**src/rtl/otter_intr_ctrl_if.sv**
```systemverilog
// ---------------------------------------------------------------------------
// otter_intr_ctrl_if
// Bundle of the OTTER interrupt controller's peripheral, CPU handshake and
// memory-mapped IO signals.
//   irq_in    : asynchronous peripheral interrupt lines (rising edge significant)
//   int_taken : one-cycle trap acknowledge from the CU_FSM interrupt state
//   IO_ADDR   : word offset 0 PENDING, 1 ENABLE, 2 CLAIM, 3 EOI
//   IO_RD     : read strobe, IO_WR : write strobe, IO_WDATA : write data
//   IO_RDATA  : registered read data
//   INTR      : interrupt request to the CPU
//   intr_id   : ID of the source currently requested or in service
// The master modport is the CPU/system side; the slave modport is the block.
// ---------------------------------------------------------------------------
interface otter_intr_ctrl_if #(
  parameter int NUM_SRC = 8
);
  logic [NUM_SRC-1:0] irq_in;
  logic               int_taken;
  logic [1:0]         IO_ADDR;
  logic               IO_RD;
  logic               IO_WR;
  logic [31:0]        IO_WDATA;
  logic [31:0]        IO_RDATA;
  logic               INTR;
  logic [3:0]         intr_id;

  modport master (
    output irq_in, int_taken, IO_ADDR, IO_RD, IO_WR, IO_WDATA,
    input  IO_RDATA, INTR, intr_id
  );

  modport slave (
    input  irq_in, int_taken, IO_ADDR, IO_RD, IO_WR, IO_WDATA,
    output IO_RDATA, INTR, intr_id
  );
endinterface

```
**src/rtl/otter_intr_ctrl.sv**
```systemverilog
// ---------------------------------------------------------------------------
// otter_intr_ctrl
// Edge-triggered, fixed-priority interrupt controller for the OTTER CPU.
// Each irq_in line is synchronized; a rising edge latches a PENDING bit.
// Enabled pending sources raise INTR with the lowest-index source ID; the CPU
// acknowledges with int_taken (the source moves into service and its PENDING
// bit is cleared) and finishes with a write to EOI. No nesting.
// Ports:
//   clk   : clock, all state on rising edge
//   RST_N : asynchronous active-low reset
//   bus   : otter_intr_ctrl_if.slave (interrupt lines, handshake, IO port)
// Register map (word offsets): 0 PENDING (W1C), 1 ENABLE (RW),
//   2 CLAIM (RO, {27'b0, valid, intr_id}), 3 EOI (WO, reads 0).
// ---------------------------------------------------------------------------
module otter_intr_ctrl #(
  parameter int NUM_SRC = 8
) (
  input  logic              clk,
  input  logic              RST_N,
  otter_intr_ctrl_if.slave  bus
);

  localparam logic [1:0] S_IDLE    = 2'd0;
  localparam logic [1:0] S_REQ     = 2'd1;
  localparam logic [1:0] S_SERVICE = 2'd2;

  localparam logic [1:0] A_PENDING = 2'd0;
  localparam logic [1:0] A_ENABLE  = 2'd1;
  localparam logic [1:0] A_CLAIM   = 2'd2;
  localparam logic [1:0] A_EOI     = 2'd3;

  logic [1:0]         state, state_next;
  logic [NUM_SRC-1:0] sync1, sync2, sync_prev;
  logic [2:0]         warm;
  logic               ready;
  logic [NUM_SRC-1:0] rise;
  logic [NUM_SRC-1:0] pending, pending_next;
  logic [NUM_SRC-1:0] enable, enable_next;
  logic [NUM_SRC-1:0] pe, pe_next;
  logic [NUM_SRC-1:0] w1c_mask, claim_mask;
  logic [3:0]         pick_next;
  logic [3:0]         id_q, id_next;
  logic               intr_q;
  logic [31:0]        rdata_q, rdata_next;
  logic               wr_pending, wr_enable, wr_eoi, take;
  logic               unused_wdata;

  // Upper write-data bits beyond the source count are deliberately ignored.
  assign unused_wdata = ^bus.IO_WDATA[31:NUM_SRC];

  // Two-flop synchronizer plus previous-value register for edge detection.
  // The warm-up shift register holds off edge detection until both the
  // synchronizer and the history register contain post-reset samples, so a
  // line held high across reset release never looks like a new edge.
  // NOTE: sequential state uses non-blocking (<=) so every flop samples the
  // pre-edge value of its neighbours, regardless of statement order.
  always_ff @(posedge clk or negedge RST_N) begin
    if (!RST_N) begin
      sync1     <= '0;
      sync2     <= '0;
      sync_prev <= '0;
      warm      <= '0;
    end else begin
      sync1     <= bus.irq_in;
      sync2     <= sync1;
      sync_prev <= sync2;
      warm      <= {warm[1:0], 1'b1};
    end
  end

  assign ready = warm[2];
  assign rise  = sync2 & ~sync_prev & {NUM_SRC{ready}};

  // Register decode
  assign wr_pending = bus.IO_WR && (bus.IO_ADDR == A_PENDING);
  assign wr_enable  = bus.IO_WR && (bus.IO_ADDR == A_ENABLE);
  assign wr_eoi     = bus.IO_WR && (bus.IO_ADDR == A_EOI);
  assign take       = (state == S_REQ) && bus.int_taken;

  assign w1c_mask   = wr_pending ? bus.IO_WDATA[NUM_SRC-1:0] : '0;

  // One-hot of the source being acknowledged; id_q always names the
  // lowest enabled pending source while in REQ.
  // NOTE: every signal assigned in always_comb gets a default first, so no
  // path can leave it unassigned and infer a latch.
  always_comb begin
    claim_mask = '0;
    for (int i = 0; i < NUM_SRC; i++) begin
      claim_mask[i] = take && (id_q == 4'(i));
    end
  end

  // A new edge wins over both a W1C write and the claim clear.
  assign pending_next = (pending & ~w1c_mask & ~claim_mask) | rise;
  assign enable_next  = wr_enable ? bus.IO_WDATA[NUM_SRC-1:0] : enable;
  assign pe           = pending & enable;
  assign pe_next      = pending_next & enable_next;

  // Lowest index has highest priority: scan downward, last hit wins.
  always_comb begin
    pick_next = '0;
    for (int i = NUM_SRC - 1; i >= 0; i--) begin
      if (pe_next[i]) pick_next = 4'(i);
    end
  end

  // Entry to REQ looks at the registered PENDING&ENABLE (one cycle after the
  // PENDING bit appears); leaving REQ looks at the next-cycle value so INTR
  // drops on the same edge that removes the last request.
  always_comb begin
    state_next = state;
    case (state)
      S_IDLE:    if ((pe != '0) && (pe_next != '0)) state_next = S_REQ;
      S_REQ:     if (bus.int_taken)                 state_next = S_SERVICE;
                 else if (pe_next == '0)            state_next = S_IDLE;
      S_SERVICE: if (wr_eoi)                        state_next = S_IDLE;
      default:                                      state_next = S_IDLE;
    endcase
  end

  // intr_id follows the winner while requesting, freezes in service.
  always_comb begin
    id_next = '0;
    case (state_next)
      S_REQ:     id_next = pick_next;
      S_SERVICE: id_next = id_q;
      default:   id_next = '0;
    endcase
  end

  // Read mux samples pre-write values, so a read and write to the same
  // offset in one cycle returns the old contents.
  always_comb begin
    rdata_next = rdata_q;
    if (bus.IO_RD) begin
      case (bus.IO_ADDR)
        A_PENDING: rdata_next = 32'(pending);
        A_ENABLE:  rdata_next = 32'(enable);
        A_CLAIM:   rdata_next = {27'b0, (state != S_IDLE), id_q};
        default:   rdata_next = '0;
      endcase
    end
  end

  always_ff @(posedge clk or negedge RST_N) begin
    if (!RST_N) begin
      state   <= S_IDLE;
      pending <= '0;
      enable  <= '0;
      id_q    <= '0;
      intr_q  <= 1'b0;
      rdata_q <= '0;
    end else begin
      state   <= state_next;
      pending <= pending_next;
      enable  <= enable_next;
      id_q    <= id_next;
      intr_q  <= (state_next == S_REQ);
      rdata_q <= rdata_next;
    end
  end

  assign bus.INTR     = intr_q;
  assign bus.intr_id  = id_q;
  assign bus.IO_RDATA = rdata_q;

endmodule

```
**src/flat_wrapper.sv**
```systemverilog
// flat-port wrapper written by rule: the top's interface ports become plain ports
module otter_intr_ctrl_flat 
#(
  parameter int NUM_SRC = 8
)
  (clk, RST_N, bus_irq_in, bus_int_taken, bus_IO_ADDR, bus_IO_RD, bus_IO_WR, bus_IO_WDATA, bus_IO_RDATA, bus_INTR, bus_intr_id);
  otter_intr_ctrl_if #(.NUM_SRC(NUM_SRC)) bus_i ();
  input  logic clk;
  input  logic RST_N;
  input wire logic [$bits(bus_i.irq_in)-1:0] bus_irq_in;
  input wire logic [$bits(bus_i.int_taken)-1:0] bus_int_taken;
  input wire logic [$bits(bus_i.IO_ADDR)-1:0] bus_IO_ADDR;
  input wire logic [$bits(bus_i.IO_RD)-1:0] bus_IO_RD;
  input wire logic [$bits(bus_i.IO_WR)-1:0] bus_IO_WR;
  input wire logic [$bits(bus_i.IO_WDATA)-1:0] bus_IO_WDATA;
  output wire logic [$bits(bus_i.IO_RDATA)-1:0] bus_IO_RDATA;
  output wire logic [$bits(bus_i.INTR)-1:0] bus_INTR;
  output wire logic [$bits(bus_i.intr_id)-1:0] bus_intr_id;
  assign bus_i.irq_in = bus_irq_in;
  assign bus_i.int_taken = bus_int_taken;
  assign bus_i.IO_ADDR = bus_IO_ADDR;
  assign bus_i.IO_RD = bus_IO_RD;
  assign bus_i.IO_WR = bus_IO_WR;
  assign bus_i.IO_WDATA = bus_IO_WDATA;
  assign bus_IO_RDATA = bus_i.IO_RDATA;
  assign bus_INTR = bus_i.INTR;
  assign bus_intr_id = bus_i.intr_id;
  otter_intr_ctrl #(.NUM_SRC(NUM_SRC)) u_core (.clk(clk), .RST_N(RST_N), .bus(bus_i));
endmodule
```
**config.mk**
```make
export PLATFORM = sky130hd
export DESIGN_NAME = otter_intr_ctrl_flat
export DESIGN_NICKNAME = d
export VERILOG_FILES = /design/src/rtl/otter_intr_ctrl_if.sv /design/src/rtl/otter_intr_ctrl.sv /design/src/flat_wrapper.sv
export SDC_FILE = /design/constraint.sdc
export NUM_CORES = 1
export LEC_CHECK = 0
export BUFFER_PORTS_ARGS = -buffer_cell sky130_fd_sc_hd__buf_2
export CAP_MARGIN = 20
export CORE_ASPECT_RATIO = 1.75
export CORE_MARGIN = 5
export CORE_UTILIZATION = 35
export DETAILED_ROUTE_END_ITERATION = 10
export PLACE_DENSITY_LB_ADDON = 0.15
export SLEW_MARGIN = 20
export SYNTH_ARGS = -nofsm -noshare
export SYNTH_HDL_FRONTEND = slang
export SYNTH_SLANG_ARGS = --single-unit
```
**constraint.sdc**
```tcl
create_clock -name clk -period 1.87 [get_ports clk]
set_input_delay 0 -clock clk [delete_from_list [all_inputs] [get_ports clk]]
set_output_delay 0 -clock clk [all_outputs]
set_load 0.1 [all_outputs]
```
# Yosys cells after proc, flatten, opt, wreduce, memory -nomap -nowiden
# Cells that the tools add are included.
# Widths: inputs -> output; s select.
word_totals:
  ff_bits: 82
  in_bits: 47
  out_inout_bits: 37
op_classes:
  eq_ne: 14
  n_mux: 17
  bitwise_logic: 10
  reduce_logical: 20
ops:
  columns: ["operator", "count"]
  rows:
  - ["$and 8x8->8", 6]
  - ["$mux 3", 8]
  - ["$not 8->8", 3]
  - ["$pmux 8 s3", 1]
  - ["$eq 4x3->1 const B", 4]
  - ["$mux 8", 2]
  - ["$reduce_bool 8->1", 2]
  - ["$logic_and 1x1->1", 13]
  - ["$eq 2x2->1 const B", 4]
  - ["$eq 4x2->1 const B", 2]
  - ["$logic_not 8->1", 1]
  - ["$mux 2", 4]
  - ["$or 8x8->8", 1]
  - ["$pmux 4 s2", 1]
  - ["$eq 2x1->1 const B", 3]
  - ["$pmux 2 s3", 1]
  - ["$eq 4x1->1 const B", 1]
  - ["$logic_not 2->1", 2]
  - ["$logic_not 4->1", 1]
  - ["$reduce_bool 2->1", 1]

# Longest topological paths before layout
logic_depth:
  word_depth: 17
  ltp_mapped: 7
  ltp_nobuf: 6

# Worst setup path after synthesis
# OpenSTA, ideal clock, no wires.
synth_path:
  kind: "register -> register"
  start: "register u_core.id_q[0], in the netlist u_core.bus.intr_id[0]"
  end: "register u_core.id_q[0], in the netlist u_core.bus.intr_id[0]"
  setup_time_ns: 0.123
  arrival_time_ns: 2.384
  t_required_ns: 1.747
  path_slack_ns: -0.637
  stages_incl_launch_ff: 7
  synth_period_minus_slack_ns: 2.507
  cell_sequence: "dfrtp_1 nand3_1 o211ai_1 a21boi_4 a221o_1 a22o_1 a32o_1"
synth_via:
  elab_chain_cells: 15
synth_lines:
  columns: ["item", "line", "text"]
  rows:
  - ["start, declared", "otter_intr_ctrl.sv:42", "logic [3:0] id_q, id_next;"]
  - ["start signal, assigned", "otter_intr_ctrl.sv:157", "id_q <= id_next;"]
  - ["$eq 4x3->1", "otter_intr_ctrl.sv:89", "claim_mask[i] = take && (id_q == 4'(i));"]
  - ["$logic_and 1x1->1", "otter_intr_ctrl.sv:89", null]
  - ["$not 8->8 (*)", "otter_intr_ctrl.sv:94", "assign pending_next = (pending & ~w1c_mask & ~claim_mask) | rise;"]
  - ["$and 8x8->8 (*)", "otter_intr_ctrl.sv:94", null]
  - ["$or 8x8->8 (*)", "otter_intr_ctrl.sv:94", null]
  - ["$and 8x8->8 (*)", "otter_intr_ctrl.sv:97", "assign pe_next = pending_next & enable_next;"]
  - ["$mux 3 (8 in series)", "otter_intr_ctrl.sv:103", "if (pe_next[i]) pick_next = 4'(i);"]
  - ["$pmux 4 s2", "otter_intr_ctrl.sv:124", "case (state_next)"]
# Every way passes the cells marked *; elsewhere a longest branch is shown, timed or not. The select of a mux whose other input is x is not followed.
# A chain may end at the register's enable or synchronous reset.

# Worst setup path after layout
layout_path:
  start: "register u_core.id_q[2], in the netlist u_core.bus.intr_id[2]"
  end: "register u_core.id_q[0], in the netlist u_core.bus.intr_id[0]"
layout_rtl:
  columns: ["item", "line", "text"]
  rows:
  - ["$eq 4x1->1 (*)", "otter_intr_ctrl.sv:89", null]
  - ["$logic_and 1x1->1 (*)", "otter_intr_ctrl.sv:89", null]
  - ["$not 8->8 (*)", "otter_intr_ctrl.sv:94", null]
  - ["$and 8x8->8 (*)", "otter_intr_ctrl.sv:94", null]
  - ["$or 8x8->8 (*)", "otter_intr_ctrl.sv:94", null]
  - ["named net u_core.pending_next[1]", "otter_intr_ctrl.sv:37", "logic [NUM_SRC-1:0] pending, pending_next;"]
  - ["$and 8x8->8 (*)", "otter_intr_ctrl.sv:97", null]
  - ["$logic_not 8->1 / $reduce_bool 8->1 (equally long branches)", "otter_intr_ctrl.sv:115, otter_intr_ctrl.sv:113", null]
  - ["$mux 2 / $logic_and 1x1->1 (equally long branches)", "otter_intr_ctrl.sv:115, otter_intr_ctrl.sv:113", null]
  - ["$mux 2 (on tied branches)", "otter_intr_ctrl.sv:114, otter_intr_ctrl.sv:113", null]
  - ["$pmux 2 s3 (*)", "otter_intr_ctrl.sv:112", "case (state)"]
  - ["named net u_core.state_next[0]", "otter_intr_ctrl.sv:32", "logic [1:0] state, state_next;"]
  - ["$eq 2x2->1 / $eq 2x1->1 (equally long branches)", "otter_intr_ctrl.sv:124", null]
  - ["$pmux 4 s2", "otter_intr_ctrl.sv:124", null]
# Mark *: on every way through the listed nets, which the timed path passes. The rest lies on a longest branch. The select of a mux whose other input is x is not followed.

==> results.md <==
* Crit-path cells: or3b_4 -> o2bb2a_4 -> a32o_2 -> a22oi_4 -> a31oi_4 -> a32o_1
* Setup violations, final at 4
* Failing checks: negative setup slack
* Worst path required time at roughly 2100 ps
* Fraction of layout cells with a size suffix above 1 at 36.1%
* Routability congestion estimate at 0.822
* First-pass GRT wire length at just over 9000 um
* Vias in the first global route at 1877
* Design Power at 5.12 mW
* H-tree depth at 3
* Routed len/inst at roughly 15 um
* Port-buffer cells at 34
* YS warnings at 0
* Detailed-route via count at 1776
* Cell type group with the largest total delay on the critical path: compound AO/OA/AOI/OAI gates
* Endpoints failing hold at 0
* EDFF count, synth at 0
* Antenna cells at 0
* Worst-path cell with the longest stage delay: dfrtp_4
* Fmax at 483 MHz
* Largest net degree at the start of global routing at 58
* Clock transition at path regs at ~50 ps
* WL final at 5730 um
* Post-CTS setup repair buffer count at 0
* Initial antenna violation count at 0
* RSZ-0062 raised after global routing: yes
* Status: complete, but fails checks
* I/O Pins at 84
* Reg2reg setup slack at -200 ps
* Die span in x at 75.4 um
* Critical path class: flop to flop
* Die Y-Extent at around 120 um
* Die area at 9390 um^2
* Aggregate global-route resource usage at roughly an eighth
* Hold slack at 12.6 ps
* Initial drt markers at 98
* DR pass1 iterations at 4
* Synthesized area at 2620 um^2
* CTS Buffer Depth at 2
* GR Overflow Total at 0
* Post-route setup slack at -199 ps
* Via density at around 4.7
* Worst VDD drop at approximately 0.68 mV
* Slew margin rel. at 66.6%
* Layout Nets at 333
* Synth Instances at 206
* Syn-to-layout area delta at 31.5%
* Mean Syn Cell Area at roughly 13 um^2
* CTS tree: yes
* Count of cell types in the netlist at 51
* Fin area at 3450 um^2
* CP bufs+invs at 0
* Number of synthesized register bits at 57
* Initial Utilization at 36.0%
* Dpl cell area at 2970 um^2
* Ys async rst share at 100%
* Max cap viols at 0
* Residual DRC count at 0
* CP max stage delay at between 400 and 500 ps
* CP endpoint kind: flop
* Rows at ~40
* CP arrival at 2280 ps
* Clk_lat worst skew at ~320 ps
* Sink Count at 57
* Post-route ant nets at 0
* Max-slew violations at 0
* Most used DFF post-synth: dfrtp_1
* Core area at 7280 um^2
* Final Cycle Share at 111%
* Min Tclk post-route at 2070 ps
* Hold Path Class: input pin to flop
* Critical Path Fanout Max at 4
* Layout Skew at 5.09 ps
* Hpwl dp at 4250 um
* Power density cells at 1490 nW/um^2
* P_leak at about 1.6 nW
* Worst-Margin Slew at about 500 ps
* Post-synthesis sequential area ratio at 54.4%
* CTS Buf Count at 9
* CTS root buf: clkbuf_16
* CP Launch Type: flop
## worst paths after layout
check | to | cells after the start | from
worst max-delay path | u_core.bus.intr_id[0] | 6 | u_core.bus.intr_id[2]
worst min-delay path | u_core.enable[0] | 2 | bus_IO_WDATA[0]
worst max register to register | u_core.bus.intr_id[0] | 6 | u_core.bus.intr_id[2]
worst min register to register | u_core.sync2[2] | 0 | u_core.sync1[2]
max in group asynchronous | u_core.bus.intr_id[2] | 3 | RST_N
min in group asynchronous | u_core.sync2[7] | 3 | RST_N
## layer usage
| layer | part of all wire [%] | track usage, % | up-vias |
|---|---|---|---|
| li1 | - | - | 853 |
| met1 | 35 | 13.1 | 851 |
| met2 | 55 | 23.4 | 59 |
| met3 | 6.9 | 4.28 | 13 |
| met4 | 2.6 | 6.59 | 0 |
| met5 | 0 | 0 | - |
## through the flow
step	setup TNS, ps	util [%]	std cells	worst slack [ps]
2_1_floorplan	-910	-	230	-315
3_3_place_gp	-492	40.7	347	-181
3_5_place_dp	-596	40.7	347	-239
4_1_cts	-609	46.6	377	-205
5_1_grt	-828	47.3	377	-280
6_report	-610	47.3	377	-199
## power by group
part	switching [mW]	internal, mW	total (mW)
logic	1.33	0.689	2.02
clock network	0.514	0.958	1.47
registers	0.173	1.46	1.63
total	2.02	3.10	5.12
## synthesized netlist by cell type, types with 3 or more instances
library cell  number  area [um^2]
a21boi_4           3         56.3
mux2_4             3         45.0
a21oi_1            9         45.0
o21ai_0            3         15.0
o211ai_1           3         22.5
inv_1              7         26.3
nand2_1           14         52.6
buf_4             27          203
o22ai_1            4         25.0
mux2i_1            9         90.1
nand4bb_1          4         45.0
dfrtp_1           57         1430
nand3b_1           9         67.6
nor2_1             8         30.0
## registers in the layout (all words and copies together) (netlist names)
signal and flops:
u_core.sync_prev 8, u_core.state 2, u_core.enable 8, u_core.warm 3, u_core.bus.IO_RDATA 8, u_core.sync1 8, u_core.bus.INTR 1, u_core.bus.intr_id 3
u_core.sync2 8, u_core.pending 8
## cells by family (layout without fill, tap and decap cells)
kind of cell    Yosys count  after routing  synth area share (%)
simple gates             48             48                  12.5
compound gates           46             46                  15.7
buf+inv                  37             98                  10.3
mux                      16             16                  6.87
flops                    57             57                  54.4
other cells               2             26                 0.287
## placed cells by master, fill, tap and decap left out, drive strengths merged, types with 2 or more instances in the layout
cell,n
dlygate4sd3,14
a221o,2
a21boi,4
mux2,7
nand2,14
o22ai,4
mux2i,9
o31ai,2
a21oi,10
nand2b,2
clkinv,3
nor3b,2
inv,7
nor2,8
buf,61
o311ai,2
o21ai,3
a32o,3
nand3b,10
a22oi,3
nand4bb,4
a31oi,2
conb,26
nand3,2
clkbuf,13
o211ai,4
dfrtp,57
## what timing repair did
action / in CTS / in global routing
pin swaps: 2 / 4
hold endpoints to repair: 70 / 0
hold buffers: 14 / 0
gates resized for setup: 1 / 9
endpoints found under the setup margin: 4 / 5
## final cells by class
type	instances	area [um^2]
Tap cell	86	108
Multi-Input combinational cell	136	1080
Clock inverter	3	15.0
Sequential cell	57	1430
Inverter	7	26.3
Timing Repair Buffer	75	529
Fill cell	696	3840
Clock buffer	13	260
Power figures use the tool's default switching activity.
